==> src/rtl/raquette_ctrl.sv <==
// Paddle motion controller: button synchronise/debounce, per-frame move FSM
// with speed ramp, and wall-clamped 11-bit position output.
module raquette_ctrl #(
  parameter int SCREEN_W        = 640,
  parameter int PADDLE_W        = 80,
  parameter int POS_INIT        = 280,
  parameter int SPEED_MIN       = 2,
  parameter int SPEED_MAX       = 12,
  parameter int DEBOUNCE_CYCLES = 250000
) (
  input  logic        clk,
  input  logic        reset,
  input  logic        btn_left,
  input  logic        btn_right,
  input  logic        frame_tick,
  input  logic        game_run,
  input  logic        centre_req,
  output logic [10:0] pos_raquette,
  output logic [4:0]  speed,
  output logic        moving,
  output logic        at_left,
  output logic        at_right
);

  localparam int MAX_POS = SCREEN_W - PADDLE_W;
  localparam int CW = $clog2(DEBOUNCE_CYCLES + 1);
  localparam logic [CW-1:0] CNT_LAST = CW'(DEBOUNCE_CYCLES - 1);
  localparam logic [4:0]  SPD_MIN = 5'(SPEED_MIN);
  localparam logic [4:0]  SPD_MAX = 5'(SPEED_MAX);
  localparam logic [11:0] MAX12   = 12'(MAX_POS);

  typedef enum logic [1:0] {IDLE, MOVE_L, MOVE_R} state_t;

  // Bit 0 carries the left button, bit 1 the right button.
  logic [1:0]    sync1, sync2, db;
  logic [CW-1:0] cnt [2];

  state_t      state_q, state_d;
  logic [4:0]  speed_d;
  logic [10:0] pos_d;
  logic [11:0] pos12, step12, sum12;

  always_ff @(posedge clk) begin
    if (reset) begin
      sync1 <= '0;
      sync2 <= '0;
    end else begin
      sync1 <= {btn_right, btn_left};
      sync2 <= sync1;
    end
  end

  always_ff @(posedge clk) begin
    if (reset) begin
      db <= '0;
      for (int i = 0; i < 2; i++) cnt[i] <= '0;
    end else begin
      for (int i = 0; i < 2; i++) begin
        if (sync2[i] == db[i]) begin
          cnt[i] <= '0;
        end else if (cnt[i] == CNT_LAST) begin
          db[i]  <= ~db[i];
          cnt[i] <= '0;
        end else begin
          cnt[i] <= cnt[i] + 1'b1;
        end
      end
    end
  end

  always_comb begin
    state_d = state_q;
    speed_d = speed;
    pos_d   = pos_raquette;
    pos12   = {1'b0, pos_raquette};
    step12  = '0;
    sum12   = '0;
    if (centre_req) begin
      state_d = IDLE;
      speed_d = SPD_MIN;
      pos_d   = 11'(POS_INIT);
    end else if (!game_run) begin
      state_d = IDLE;
      speed_d = SPD_MIN;
    end else if (frame_tick) begin
      if (db[0] && !db[1]) begin
        state_d = MOVE_L;
        if (state_q != MOVE_L) speed_d = SPD_MIN;
        else speed_d = (speed >= SPD_MAX) ? SPD_MAX : speed + 5'd1;
        step12 = {7'b0, speed_d};
        pos_d  = (pos12 < step12) ? 11'd0 : 11'(pos12 - step12);
      end else if (db[1] && !db[0]) begin
        state_d = MOVE_R;
        if (state_q != MOVE_R) speed_d = SPD_MIN;
        else speed_d = (speed >= SPD_MAX) ? SPD_MAX : speed + 5'd1;
        step12 = {7'b0, speed_d};
        sum12  = pos12 + step12;
        pos_d  = (sum12 > MAX12) ? 11'(MAX_POS) : 11'(sum12);
      end else begin
        state_d = IDLE;
        speed_d = SPD_MIN;
      end
    end
  end

  always_ff @(posedge clk) begin
    if (reset) begin
      state_q      <= IDLE;
      speed        <= SPD_MIN;
      pos_raquette <= 11'(POS_INIT);
      at_left      <= (POS_INIT == 0);
      at_right     <= (POS_INIT == MAX_POS);
    end else begin
      state_q      <= state_d;
      speed        <= speed_d;
      pos_raquette <= pos_d;
      at_left      <= (pos_d == 11'd0);
      at_right     <= (pos_d == 11'(MAX_POS));
    end
  end

  assign moving = (state_q != IDLE);

endmodule
==> config.mk <==
export PLATFORM = sky130hd
export DESIGN_NAME = raquette_ctrl
export DESIGN_NICKNAME = d
export VERILOG_FILES = /design/src/rtl/raquette_ctrl.sv
export SDC_FILE = /design/constraint.sdc
export NUM_CORES = 1
export LEC_CHECK = 0
export ABC_AREA = 0
export BUFFER_PORTS_ARGS = -buffer_cell sky130_fd_sc_hd__buf_2
export CORE_MARGIN = 2
export CORE_UTILIZATION = 32
export DETAILED_ROUTE_END_ITERATION = 10
export PLACE_DENSITY = 0.55
export RECOVER_POWER = 100
export SLEW_MARGIN = 30
export SYNTH_ARGS = -nofsm -noshare
export SYNTH_HDL_FRONTEND = slang
export SYNTH_SLANG_ARGS = --single-unit
==> constraint.sdc <==
create_clock -name clk -period 3.7 [get_ports clk]
set_input_delay 0.74 -clock clk [delete_from_list [all_inputs] [get_ports clk]]
set_output_delay 0.74 -clock clk [all_outputs]
set_load 0.01 [all_outputs]
# Word level (Yosys, flattened, before mapping)
# Memories as Yosys holds them, arrays and structs flattened.
# Index checks and enable logic that the tools add are counted.
# word_totals
reg_bits,26
ramBits,36
out_inout_bits,19
elab_cells,98
mem_count,1
# memory_table
memory,depth,word_bits,rd,rd_clocked_by_memory_dff,wr,line,rtl
cnt,2,18,2,0,2,36,logic [CW-1:0] cnt [2];
# op_classes
n_addsub,5
magnitude_cmp,3
n_eq_ne,7
muxes,53
bitwise,11
reduce_logical,9
# op_table
cell,count
$mux W18,6
$mux W11,7
$mux W5,14
$add A18 B1 Y18 const B,2
$eq A18 B18 Y1 const B,2
$mux W1,24
$add A11 B5 Y12,1
$gt A12 B10 Y1 const B,1
$eq A11 B10 Y1 const B,1
$logic_not A11 Y1,1
$lt A11 B5 Y1,1
$sub A11 B5 Y11,1
$or A1 B1 Y1,6
$add A5 B1 Y5 const B,1
$ge A5 B4 Y1 const B,1
$not A1 Y1,5
$mux W2,2
$reduce_and A2 Y1,2
$reduce_or A3 Y1,1
$eq A1 B1 Y1,2
$logic_and A1 B1 Y1,2
$logic_not A1 Y1,2
$ne A2 B1 Y1 const B,1
$ne A2 B2 Y1 const B,1
$reduce_bool A2 Y1,1

# Logic depth before layout (Yosys ltp)
# depth
word_depth,17
ltp_mapped,15
depth_no_buf,15

# Least setup slack after synthesis
# Ideal clock, no wire load.
# synth_timing
kind,register -> register
start,register speed[0]
end,register at_right
setup_ps,88
arrival_time_ps,3508
t_required_ps,3612
path_slack_ps,104
stages_incl_launch_ff,15
synth_period_minus_slack_ps,3596
path_cell_list,dfxtp_1 > ha_1 > nor4bb_1 > buf_6 > or3_1 > ha_1 > a21oi_1 > o21ai_0 > nor2b_1 > a31oi_1 > o21a_1 > a2bb2oi_1 > or3_4 > a2111o_1 > nor4_2
# synth_between
elab_chain_cells,17
word_cells_on_any_way,26
classes_between,add/sub (3); order compare (3); eq/ne (1); mux (19)
# synth_lines
item,line,rtl
"start, declared",19,"output logic [4:0] speed,"
"start signal, assigned",115,speed <= speed_d;
$add A5 B1 Y5 / $ge A5 B4 Y1 (equally long branches),"89, 95",
$mux W5 (*),"89, 95",
$mux W5,94,if (state_q != MOVE_R) speed_d = SPD_MIN;
$mux W5,92,end else if (db[1] && !db[0]) begin
$mux W5,86,if (db[0] && !db[1]) begin
$mux W5,85,end else if (frame_tick) begin
$mux W5,82,end else if (!game_run) begin
$mux W5,78,if (centre_req) begin
$add A11 B5 Y12,97,sum12 = pos12 + step12;
$gt A12 B10 Y1,98,pos_d = (sum12 > MAX12) ? 11'(MAX_POS) : 11'(sum12);
$mux W11,98,
$mux W11,92,
$mux W11 (*),86,
$mux W11 (*),85,
$mux W11 (*),82,
$mux W11 (*),78,
$eq A11 B10 Y1 (*),118,at_right <= (pos_d == 11'(MAX_POS));
"end signal, assigned",112,at_right <= (POS_INIT == MAX_POS);
"end signal, assigned",118,
"end, declared",22,output logic at_right
# Mark *: on every way between the ends. The rest lies on a longest branch, timed or not. The select of a mux whose other input is x is not followed.
# A chain may end at the register's enable or synchronous reset.

# Final worst setup path
# layout_timing
start,register speed[3]
end,register at_right
# The elaborated chain is that of the path after synthesis.

==> key figures <==
STA
  – Clk_skew: 0.00463 ns
  – Setup violators final: 0
  – Crit share post-route: 97.2%
  – Fin worst setup slack: 0.102 ns
  – Worst-margin pin slew: 0.810 ns
  – Final-report hold violation count: 0
  – Fmax: 0.278 GHz
  – Slew headroom: 45.5%
  – Slew Viols, Final: 0
  – Period minus WS final: 3.60 ns

Global routing
  – All-Layer GR Usage: 15.8%
  – Vias in the first global route: 3,771
  – Largest net degree at the start of global routing: 19
  – Initial antenna violation count: 0
  – Grt ovf: 0
  – Global-route wire length before repair: 17.9 mm

Clocking
  – Worst skew pair latency: 0.33 ns
  – CTS tree: done
  – Total CTS buffers: 9
  – Clock sink total: 62
  – Clock slew at the register clock pins of the worst setup and hold paths: 0.05 ns
  – H-tree levels: 3
  – Max clock buf depth: 2
  – CTS Hold Buffers Added: 0
  – Root Buffer: clkbuf_16

Worst setup path
  – Worst-path fanout max: 6
  – Startpoint Class: register
  – Max stage delay on crit path: 0.41 ns
  – Cell Chain, Critical Path: a21oi_2 -> nand2_1 -> nor2_2 -> ha_2 -> inv_1 -> fa_1 -> a21oi_2 -> o21ai_1 -> nor2b_2 -> nand3_1 -> a32oi_1 -> a2bb2oi_1 -> or3_4 -> a2111o_1 -> nor4_2
  – Worst EP arrival: 3.84 ns
  – Most frequent CP cell: a21oi_2
  – Critical path's top delay family: simple AND/OR/NAND/NOR gates
  – Setup Crit Path Kind: reg2reg
  – Critical Path RT: 3.94 ns
  – Worst Setup End Kind: register
  – CP bufs+invs: 1
  – Slowest-stage cell, CP: fa_1

Routing
  – Starting DRT DRC Count: 260
  – Vias per Instance: 5.12
  – Via count: 3,853
  – Post-route DRC: 0
  – Routed Antenna Nets: 0
  – DRT Wirelength: 10.8 mm
  – Routed WL per cell: 14.3 um
  – Total iterations of the first detailed-routing run: 5

Worst hold path
  – Worst hold path class: reg2reg

Cells and area
  – Ant. Diodes: 0
  – Sequential cell area: 0.00160 mm^2
  – Layout fillers: 1,312
  – Final #Nets: 598
  – Share of layout cells above drive strength 1: 17.2%
  – Area growth syn-to-layout: 26.7%
  – Area used by multi-input combinational logic: 0.00269 mm^2
  – Commonest non-fill, non-tap cell in the layout: nor2_1
  – Most frequent cells in the layout: nor2_1, nand2_1, conb_1

Die
  – Die H: 118 um
  – Io pins: 26
  – Core Area: 0.0127 mm^2
  – Starting Density: 32.9%
  – DIE AREA: 0.0139 mm^2
  – FP Rows: 41
  – Die Width: 118 um

Run status
  – Status: complete, no violations

Power and ir drop
  – Design Power: 0.00173 W
  – LEAKAGE: 1.87 nW
  – Pwr/cell area: 329 mW/mm^2
  – Peak VDD IR: 0.000222 V

Placement
  – Detail Placement HPWL: 8.01 mm
  – RePlAce Congestion: 0.889
  – Worst slack, placed: -0.134 ns
  – Port Buf Inserts: 25

Logic synthesis
  – Synthesized area: 0.00416 mm^2
  – Ys Warns: 0
  – EDFF count, synth: 36
  – Fraction of registers with async set or reset after synthesis: 0%
  – Post-Syn Instances: 488
  – Seq/Total Area, Yosys: 38.5%
  – FF+latch count, synth: 62
  – Yosys cell types: 69
  – Avg Cell Area, Syn: 8.53 um^2
  – Ys flop type: edfxtp_1

Flow run
  – Max Cap Violations: 0
[metrics by stage]
step | instance area, um^2 | util [%] | setup TNS, ns | hold slack (ns) | cells
2_1_floorplan | 4300 | - | 0 | 0.414 | 524
3_3_place_gp | 4760 | 37.5 | 0 | 0.422 | 726
3_5_place_dp | 4760 | 37.5 | -0.205 | 0.438 | 726
4_1_cts | 5140 | 40.5 | 0 | 0.458 | 749
5_1_grt | 5280 | 41.6 | -0.0593 | 0.470 | 753
6_report | 5280 | 41.6 | 0 | 0.458 | 753
[synthesized netlist by cell type (all sizes together) (3+ instances only)]
master / instances / area share (%)
a211oi: 3 / 0.66
a21oi: 19 / 2.3
a221oi: 3 / 0.63
a22oi: 5 / 0.90
a31oi: 7 / 1.1
and2: 3 / 0.45
and3: 6 / 0.90
and4: 4 / 0.84
buf: 3 / 0.45
clkbuf: 20 / 1.8
dfxtp: 26 / 13
edfxtp: 36 / 26
ha: 13 / 3.9
inv: 18 / 1.6
mux2i: 4 / 0.96
nand2: 43 / 3.9
nand2b: 9 / 1.4
nand3: 23 / 2.8
nand4: 9 / 1.4
nor2: 75 / 6.8
nor2b: 11 / 1.7
nor3: 13 / 1.7
nor4: 8 / 1.4
o2111ai: 4 / 0.84
o21a: 4 / 0.90
o21ai: 22 / 2.6
o22ai: 3 / 0.45
o31ai: 3 / 0.54
or2: 5 / 0.75
or3: 10 / 1.6
xnor2: 16 / 3.4
xor2: 21 / 4.4
[cell families after synthesis]
group                      share of synthesized area (%)
adders and majority gates                           4.87
buffers and inverters                               3.88
AOI/OAI and AO/OA                                   16.3
muxes                                               1.23
and+or+nand+nor                                     27.3
other                                              0.180
DFF                                                 38.5
xor gates and xnor gates                            7.78
[state kept, by name, summed over array words and instances, names as in the netlist]
register and count:
at_left 1, cnt 36, db 2, sync1 2, speed 5, state_q 2
pos_raquette 11, at_right 1, sync2 2
[area by class of cell]
cell class | count | share of cell area, %
Timing Repair Buffer | 64 | 7.31
Clock buffer | 9 | 4.27
Multi-Input combinational cell | 421 | 51.0
Clock inverter | 7 | 1.68
Inverter | 18 | 1.28
Tap cell | 172 | 4.08
Sequential cell | 62 | 30.4
[path summary, 6_finish.rpt]
kind | start | cells after the start | endpoint | slack [ns]
setup / recovery | speed[3] | 15 | at_right | 0.10
hold / removal | sync1[1] | 1 | sync2[1] | 0.46
setup reg to reg | speed[3] | 15 | at_right | 0.10
hold reg to reg | sync1[1] | 1 | sync2[1] | 0.46
[power by group]
| group | switching, W | leakage [nW] | internal, W | total, W |
|---|---|---|---|---|
| Clock | 0.000306 | 0.150 | 0.000584 | 0.000890 |
| Combinational | 0.0000471 | 1.14 | 0.0000290 | 0.0000761 |
| Sequential | 0.0000187 | 0.582 | 0.000749 | 0.000768 |
[what timing repair did]
action | CTS | global route
gates resized for setup | 4 | 30
buffers inserted | 7 | 4
pin swaps | 1 | 14
setup endpoints to repair | 2 | 6
[routing by layer]
metal	track usage, %	vias to the layer above	share of wire, %
li1	-	1913	-
met1	19.2	1824	44
met2	26.7	98	48
met3	4.41	18	5.9
met4	5.65	0	1.7
met5	0	-	0
No activity file was read; power rests on OpenSTA's default activity.
